**src/rtl/pll_lock_reset_seq.sv**
```systemverilog
// Power-up and lock sequencer for the CCC/PLL feeding the IOD receive path.
// Optional feature macro: LOCK_LOSS_RECOVERY_EN (lock loss in RUN re-sequences instead of failing).
module pll_lock_reset_seq #(
  parameter int PWRDN_CYCLES = 16,
  parameter int LOCK_FILTER  = 64,
  parameter int LOCK_TIMEOUT = 4096,
  parameter int RELEASE_GAP  = 8,
  parameter int MAX_RETRIES  = 3,
  parameter int CNT_W        = 16
) (
  input  logic       CLK,
  input  logic       RESET,
  input  logic       PLL_LOCK,
  output logic       PLL_POWERDOWN_N,
  output logic       IOD_RESET_N,
  output logic       FAB_RESET_N,
  output logic       TRAIN_START,
  output logic       READY,
  output logic       LOCK_FAIL,
  output logic [1:0] RETRY_CNT
);

  typedef enum logic [2:0] {
    ST_PWRDN     = 3'd0,
    ST_WAIT_LOCK = 3'd1,
    ST_FILTER    = 3'd2,
    ST_REL_IOD   = 3'd3,
    ST_REL_FAB   = 3'd4,
    ST_RUN       = 3'd5,
    ST_FAIL      = 3'd6
  } state_t;

  localparam logic [CNT_W-1:0] PWRDN_LAST   = CNT_W'(PWRDN_CYCLES - 1);
  localparam logic [CNT_W-1:0] FILTER_LAST  = CNT_W'(LOCK_FILTER - 1);
  localparam logic [CNT_W-1:0] TIMEOUT_LAST = CNT_W'(LOCK_TIMEOUT - 1);
  localparam logic [CNT_W-1:0] GAP_LAST     = CNT_W'(RELEASE_GAP - 1);
  localparam logic [1:0]       RETRY_LIMIT  = 2'(MAX_RETRIES);

  state_t           state_r, state_nxt_s;
  logic [CNT_W-1:0] cnt_r, cnt_nxt_s;
  logic [1:0]       retry_r, retry_nxt_s, retry_inc_s;
  logic             lock_meta_r, lock_s_r;
  logic             pwrdn_n_r, iod_rst_n_r, fab_rst_n_r, train_r, ready_r, fail_r;
  logic             pwrdn_n_s, iod_rst_n_s, fab_rst_n_s, train_s, ready_s, fail_s;

  // Two-flop synchronizer for the asynchronous PLL lock indication
  always_ff @(posedge CLK or posedge RESET) begin
    if (RESET) begin
      lock_meta_r <= 1'b0;
      lock_s_r    <= 1'b0;
    end else begin
      lock_meta_r <= PLL_LOCK;
      lock_s_r    <= lock_meta_r;
    end
  end

  // Next-state, shared counter and retry bookkeeping
  always_comb begin
    state_nxt_s = state_r;
    cnt_nxt_s   = cnt_r + {{(CNT_W-1){1'b0}}, 1'b1};
    retry_nxt_s = retry_r;
    retry_inc_s = retry_r + 2'd1;
    case (state_r)
      ST_PWRDN: begin
        if (cnt_r == PWRDN_LAST) begin
          state_nxt_s = ST_WAIT_LOCK;
          cnt_nxt_s   = '0;
        end else begin
          state_nxt_s = ST_PWRDN;
        end
      end
      ST_WAIT_LOCK: begin
        // Lock seen on the timeout cycle wins over the retry
        if (lock_s_r) begin
          state_nxt_s = ST_FILTER;
          cnt_nxt_s   = {{(CNT_W-1){1'b0}}, 1'b1};
        end else if (cnt_r == TIMEOUT_LAST) begin
          retry_nxt_s = retry_inc_s;
          cnt_nxt_s   = '0;
          if (retry_inc_s == RETRY_LIMIT) begin
            state_nxt_s = ST_FAIL;
          end else begin
            state_nxt_s = ST_PWRDN;
          end
        end else begin
          state_nxt_s = ST_WAIT_LOCK;
        end
      end
      ST_FILTER: begin
        if (!lock_s_r) begin
          state_nxt_s = ST_WAIT_LOCK;
          cnt_nxt_s   = '0;
        end else if (cnt_r == FILTER_LAST) begin
          state_nxt_s = ST_REL_IOD;
          cnt_nxt_s   = '0;
        end else begin
          state_nxt_s = ST_FILTER;
        end
      end
      ST_REL_IOD: begin
        if (cnt_r == GAP_LAST) begin
          state_nxt_s = ST_REL_FAB;
          cnt_nxt_s   = '0;
        end else begin
          state_nxt_s = ST_REL_IOD;
        end
      end
      ST_REL_FAB: begin
        state_nxt_s = ST_RUN;
        cnt_nxt_s   = '0;
        retry_nxt_s = 2'd0;
      end
      ST_RUN: begin
        cnt_nxt_s = '0;
        if (!lock_s_r) begin
`ifdef LOCK_LOSS_RECOVERY_EN
          state_nxt_s = ST_PWRDN;
          retry_nxt_s = 2'd0;
`else
          state_nxt_s = ST_FAIL;
`endif
        end else begin
          state_nxt_s = ST_RUN;
        end
      end
      ST_FAIL: begin
        state_nxt_s = ST_FAIL;
        cnt_nxt_s   = '0;
      end
      default: begin
        state_nxt_s = ST_PWRDN;
        cnt_nxt_s   = '0;
      end
    endcase
  end

  // Output decode from the next state so the registered outputs track the state register
  always_comb begin
    pwrdn_n_s   = 1'b0;
    iod_rst_n_s = 1'b0;
    fab_rst_n_s = 1'b0;
    train_s     = 1'b0;
    ready_s     = 1'b0;
    fail_s      = 1'b0;
    case (state_nxt_s)
      ST_PWRDN:     pwrdn_n_s = 1'b0;
      ST_WAIT_LOCK: pwrdn_n_s = 1'b1;
      ST_FILTER:    pwrdn_n_s = 1'b1;
      ST_REL_IOD: begin
        pwrdn_n_s   = 1'b1;
        iod_rst_n_s = 1'b1;
      end
      ST_REL_FAB: begin
        pwrdn_n_s   = 1'b1;
        iod_rst_n_s = 1'b1;
        fab_rst_n_s = 1'b1;
        train_s     = 1'b1;
      end
      ST_RUN: begin
        pwrdn_n_s   = 1'b1;
        iod_rst_n_s = 1'b1;
        fab_rst_n_s = 1'b1;
        ready_s     = 1'b1;
      end
      ST_FAIL:      fail_s = 1'b1;
      default:      pwrdn_n_s = 1'b0;
    endcase
  end

  // State, counter and registered outputs
  always_ff @(posedge CLK or posedge RESET) begin
    if (RESET) begin
      state_r     <= ST_PWRDN;
      cnt_r       <= '0;
      retry_r     <= 2'd0;
      pwrdn_n_r   <= 1'b0;
      iod_rst_n_r <= 1'b0;
      fab_rst_n_r <= 1'b0;
      train_r     <= 1'b0;
      ready_r     <= 1'b0;
      fail_r      <= 1'b0;
    end else begin
      state_r     <= state_nxt_s;
      cnt_r       <= cnt_nxt_s;
      retry_r     <= retry_nxt_s;
      pwrdn_n_r   <= pwrdn_n_s;
      iod_rst_n_r <= iod_rst_n_s;
      fab_rst_n_r <= fab_rst_n_s;
      train_r     <= train_s;
      ready_r     <= ready_s;
      fail_r      <= fail_s;
    end
  end

  assign PLL_POWERDOWN_N = pwrdn_n_r;
  assign IOD_RESET_N     = iod_rst_n_r;
  assign FAB_RESET_N     = fab_rst_n_r;
  assign TRAIN_START     = train_r;
  assign READY           = ready_r;
  assign LOCK_FAIL       = fail_r;
  assign RETRY_CNT       = retry_r;

endmodule

```
**config.mk**
```make
export PLATFORM = sky130hd
export DESIGN_NAME = pll_lock_reset_seq
export DESIGN_NICKNAME = d
export VERILOG_FILES = /design/src/rtl/pll_lock_reset_seq.sv
export SDC_FILE = /design/constraint.sdc
export NUM_CORES = 1
export LEC_CHECK = 0
export BUFFER_PORTS_ARGS = -buffer_cell sky130_fd_sc_hd__buf_2
export CAP_MARGIN = 5
export CELL_PAD_IN_SITES_DETAIL_PLACEMENT = 1
export CELL_PAD_IN_SITES_GLOBAL_PLACEMENT = 1
export CORE_UTILIZATION = 50
export DETAILED_ROUTE_END_ITERATION = 12
export PLACE_DENSITY = 0.84
export REMOVE_ABC_BUFFERS = 1
export SLEW_MARGIN = 40
export SYNTH_ARGS = -nofsm -noshare
export SYNTH_HDL_FRONTEND = slang
export SYNTH_SLANG_ARGS = --single-unit
export TNS_END_PERCENT = 5
```
**constraint.sdc**
```tcl
create_clock -name CLK -period 3.74 [get_ports CLK]
set_input_delay 0.374 -clock CLK [delete_from_list [all_inputs] [get_ports CLK]]
set_output_delay 0.374 -clock CLK [all_outputs]
set_load 0.005 [all_outputs]
```
==> flow_metrics.env <==
export IMPL_clock_path_buffers=2
export IMPL_hp_class="in2async"
export IMPL_nets=169
export IMPL_vias=1157
export IMPL_coreArea_um2=2829
export IMPL_path_cells="or4_4 > o41ai_2 > a22oi_1 > a21oi_4 > nor2_1"
export IMPL_syn_area_per_cell_um2=10.16
export IMPL_wirelength_mm=3.283
export IMPL_syn_area_um2=1524
export IMPL_hold_buffers=0
export IMPL_rows=19
export IMPL_finalHoldViolCount=0
export IMPL_grt_use_total=0.2396
export IMPL_worst_setup_path_start_kind="flop"
export IMPL_peakVddDrop_mv=0.3117
export IMPL_drv_cap=0
export IMPL_crit_arrival_ns=2.54
export IMPL_clock_root_buffer="clkbuf_4"
export IMPL_cts_setup_buffers=0
export IMPL_n_antenna_cell=0
export IMPL_seqPwrFrac=0.468
export IMPL_dieArea_um2=3272
export IMPL_numClockSinks=29
export IMPL_clk_pin_slew_ns=0.09
export IMPL_grt_max_degree=30
export IMPL_grt_overflow=0
export IMPL_cp_slowest_cell="or4_4"
export IMPL_wl_per_cell_um=16.75
export IMPL_ant_nets=0
export IMPL_fin_crit_sh=0.6244
export IMPL_finalCriticalPeriod_ns=2.335
export IMPL_critical_path_buf_inv_count=0
export IMPL_p_sw_w=0.0003173
export IMPL_worst_slew_pin_slew_ns=0.6138
export IMPL_grt_first_pass_wirelength_mm=5.878
export IMPL_setup_tns_ns=0
export IMPL_required_ns=3.94
export IMPL_finalMaxSlewViolations=0
export IMPL_gp_congestion=0.7732
export IMPL_die_x_um=57.21
export IMPL_placed_area_um2=1594
export IMPL_cp_top_family="compound AO/OA/AOI/OAI gates"
export IMPL_final_setup_viol_count=0
export IMPL_area_growth_pct=9.196
export IMPL_r2r_cells=5
export IMPL_synth_seq_cells=29
export IMPL_drcViolationCount=4
export IMPL_crit_fanout=15
export IMPL_drive_gt1_frac=0.1818
export IMPL_die_h_um=57.21
export IMPL_htreeDepth=2
export IMPL_max_clock_freq_mhz=428.2
export IMPL_initial_core_util=0.5387
export IMPL_p_int_w=0.0005740
export IMPL_cts_resized=0
export IMPL_fin_skew_ns=0.004101
export IMPL_relSlewSlack=0.5902
export IMPL_met2WireLength_mm=1.592
export IMPL_outcome="finished, violations left"
export IMPL_violations="DRC"
export IMPL_wl_met1_mm=1.535
export IMPL_p_leak_nw=0.7507
export IMPL_synth_cell_type_count=42
export IMPL_antenna_found_initial=0
export IMPL_dpl_hpwl_mm=2.390
export IMPL_power_density_nw_per_um2=535.6
export IMPL_slowest_delay_ns=0.61
export IMPL_top_layer_used="met4"
export IMPL_pin_count=11
export IMPL_routed_wl_met3_um=108
export IMPL_p_sw_frac=0.3560
export IMPL_cp_depth=5
export IMPL_comb_power_share=0.288
export IMPL_synth_seq_area_share=0.4762
export IMPL_cts_buffers_inserted=5
export IMPL_clock_latency_ns=0.32
export IMPL_drt_iter0_drc=57
export IMPL_final_area_um2=1664
export IMPL_grt_setup_unrepaired="no"
export IMPL_yosysWarnings=0
export IMPL_via_per_inst=5.903
export IMPL_drt_pass1_iterations=8
export IMPL_grt_pass1_vias=1199
export IMPL_cp_end_kind="flop"
export IMPL_port_buffer_count=10
export IMPL_pwr_share_clk=0.244
export IMPL_synth_cells=150
export IMPL_cts_tree="done"
export IMPL_path_class="reg2reg"
## power groups by stage
stage	combinational [W]	sequential, W	clock [W]
CTS	0.000260	0.000416	0.000224
global route	0.000287	0.000427	0.000236
global placement	0.000247	0.000420	0
floorplan	0.000192	0.000409	0
finish	0.000256	0.000417	0.000218
detailed placement	0.000258	0.000423	0
## layer usage
| metal | up-vias | track usage |
|---|---|---|
| li1 | 552 | - |
| met5 | - | 0 |
| met2 | 25 | 0.3882 |
| met1 | 573 | 0.3221 |
| met3 | 7 | 0.04762 |
| met4 | 0 | 0.08362 |
## cell usage after synthesis, drive strengths merged
cell type  count  share of area
nand3          8          0.026
dfrtp         29           0.48
a22o           1         0.0057
xnor2          7          0.040
ha             2          0.016
or4bb          1         0.0074
xor2           7          0.040
o22ai          1         0.0082
o32a           1         0.0066
o21ai          1         0.0033
mux2i          1         0.0066
or4            5          0.030
a2bb2oi        1         0.0057
clkbuf         2         0.0049
a21oi          5          0.024
o211a          1         0.0066
nand4          5          0.021
a41oi          1         0.0057
and3           1         0.0041
or2            3          0.012
mux2           1         0.0074
nor3b          1         0.0049
o2bb2ai        2          0.011
and4           1         0.0057
a211oi         1         0.0082
a22oi          2         0.0098
and2           3          0.012
inv            8          0.020
buf            1         0.0074
nor2          29          0.071
nor4           3          0.032
nand3b         1         0.0049
nand2          6          0.015
nand2b         3          0.012
nor2b          1         0.0041
o32ai          1         0.0057
nor3           2         0.0066
o41ai          1          0.011
## cell type report
cell class	instances	area, um2
clock inverters	1	5.005
well taps	31	38.79
flip-flops and latches	29	725.7
multi-input cells	110	749.5
clock buffers	7	65.06
fillers	321	1165
repair buffers	10	50.05
inverters	8	30.03
## cell usage in the layout (no fill, tap or decap), drive strengths merged, types with 2 or more instances in the layout
cell type   n
dfrtp      29
nor2       29
buf        10
nand3       8
inv         8
xnor2       7
xor2        7
clkbuf      7
nand2       6
nand4       5
a21oi       5
or4         5
nand2b      3
and2        3
or2         3
nor4        3
nor3        2
a22oi       2
o2bb2ai     2
ha          2
## cell families after synthesis
| family | count (synthesis) | synth area share |
|---|---|---|
| AOI/OAI and AO/OA | 19 | 0.1117 |
| xor gates and xnor gates | 14 | 0.08046 |
| adders and majority gates | 2 | 0.01642 |
| buffers and inverters | 11 | 0.03202 |
| DFF | 29 | 0.4762 |
| muxes | 2 | 0.01396 |
| and+or+nand+nor | 73 | 0.2693 |
## final timing paths
check                             from           to  slack, ns
min in group CLK              PLL_LOCK  lock_meta_r       0.16
hold / removal                   RESET   state_r[2]       0.12
setup / recovery             cnt_r[12]    cnt_r[12]       1.40
max in group asynchronous        RESET    cnt_r[11]       3.23
hold reg to reg            lock_meta_r     lock_s_r       0.36
setup reg to reg             cnt_r[12]    cnt_r[12]       1.40
## registers in the layout, summed over array words and instances (netlist names)
signal	count
FAB_RESET_N	1
IOD_RESET_N	1
LOCK_FAIL	1
PLL_POWERDOWN_N	1
READY	1
RETRY_CNT	2
TRAIN_START	1
cnt_r	16
lock_meta_r	1
lock_s_r	1
state_r	3
## stage by stage
| stage | instances | total power [W] | utilization | setup WS (ns) | hold slack (ns) |
|---|---|---|---|---|---|
| global placement | 188 | 0.0006671 | 0.5635 | 1.441 | 0.3353 |
| detailed placement | 188 | 0.0006802 | 0.5635 | 1.416 | 0.3387 |
| CTS | 196 | 0.0008993 | 0.5882 | 1.391 | 0.1280 |
| floorplan | 147 | 0.0006019 | - | 1.679 | 0.3312 |
| global route | 196 | 0.0009507 | 0.5882 | 1.220 | 0.1333 |
| finish | 196 | 0.0008913 | 0.5882 | 1.405 | 0.1154 |
Power figures use the tool's default switching activity.
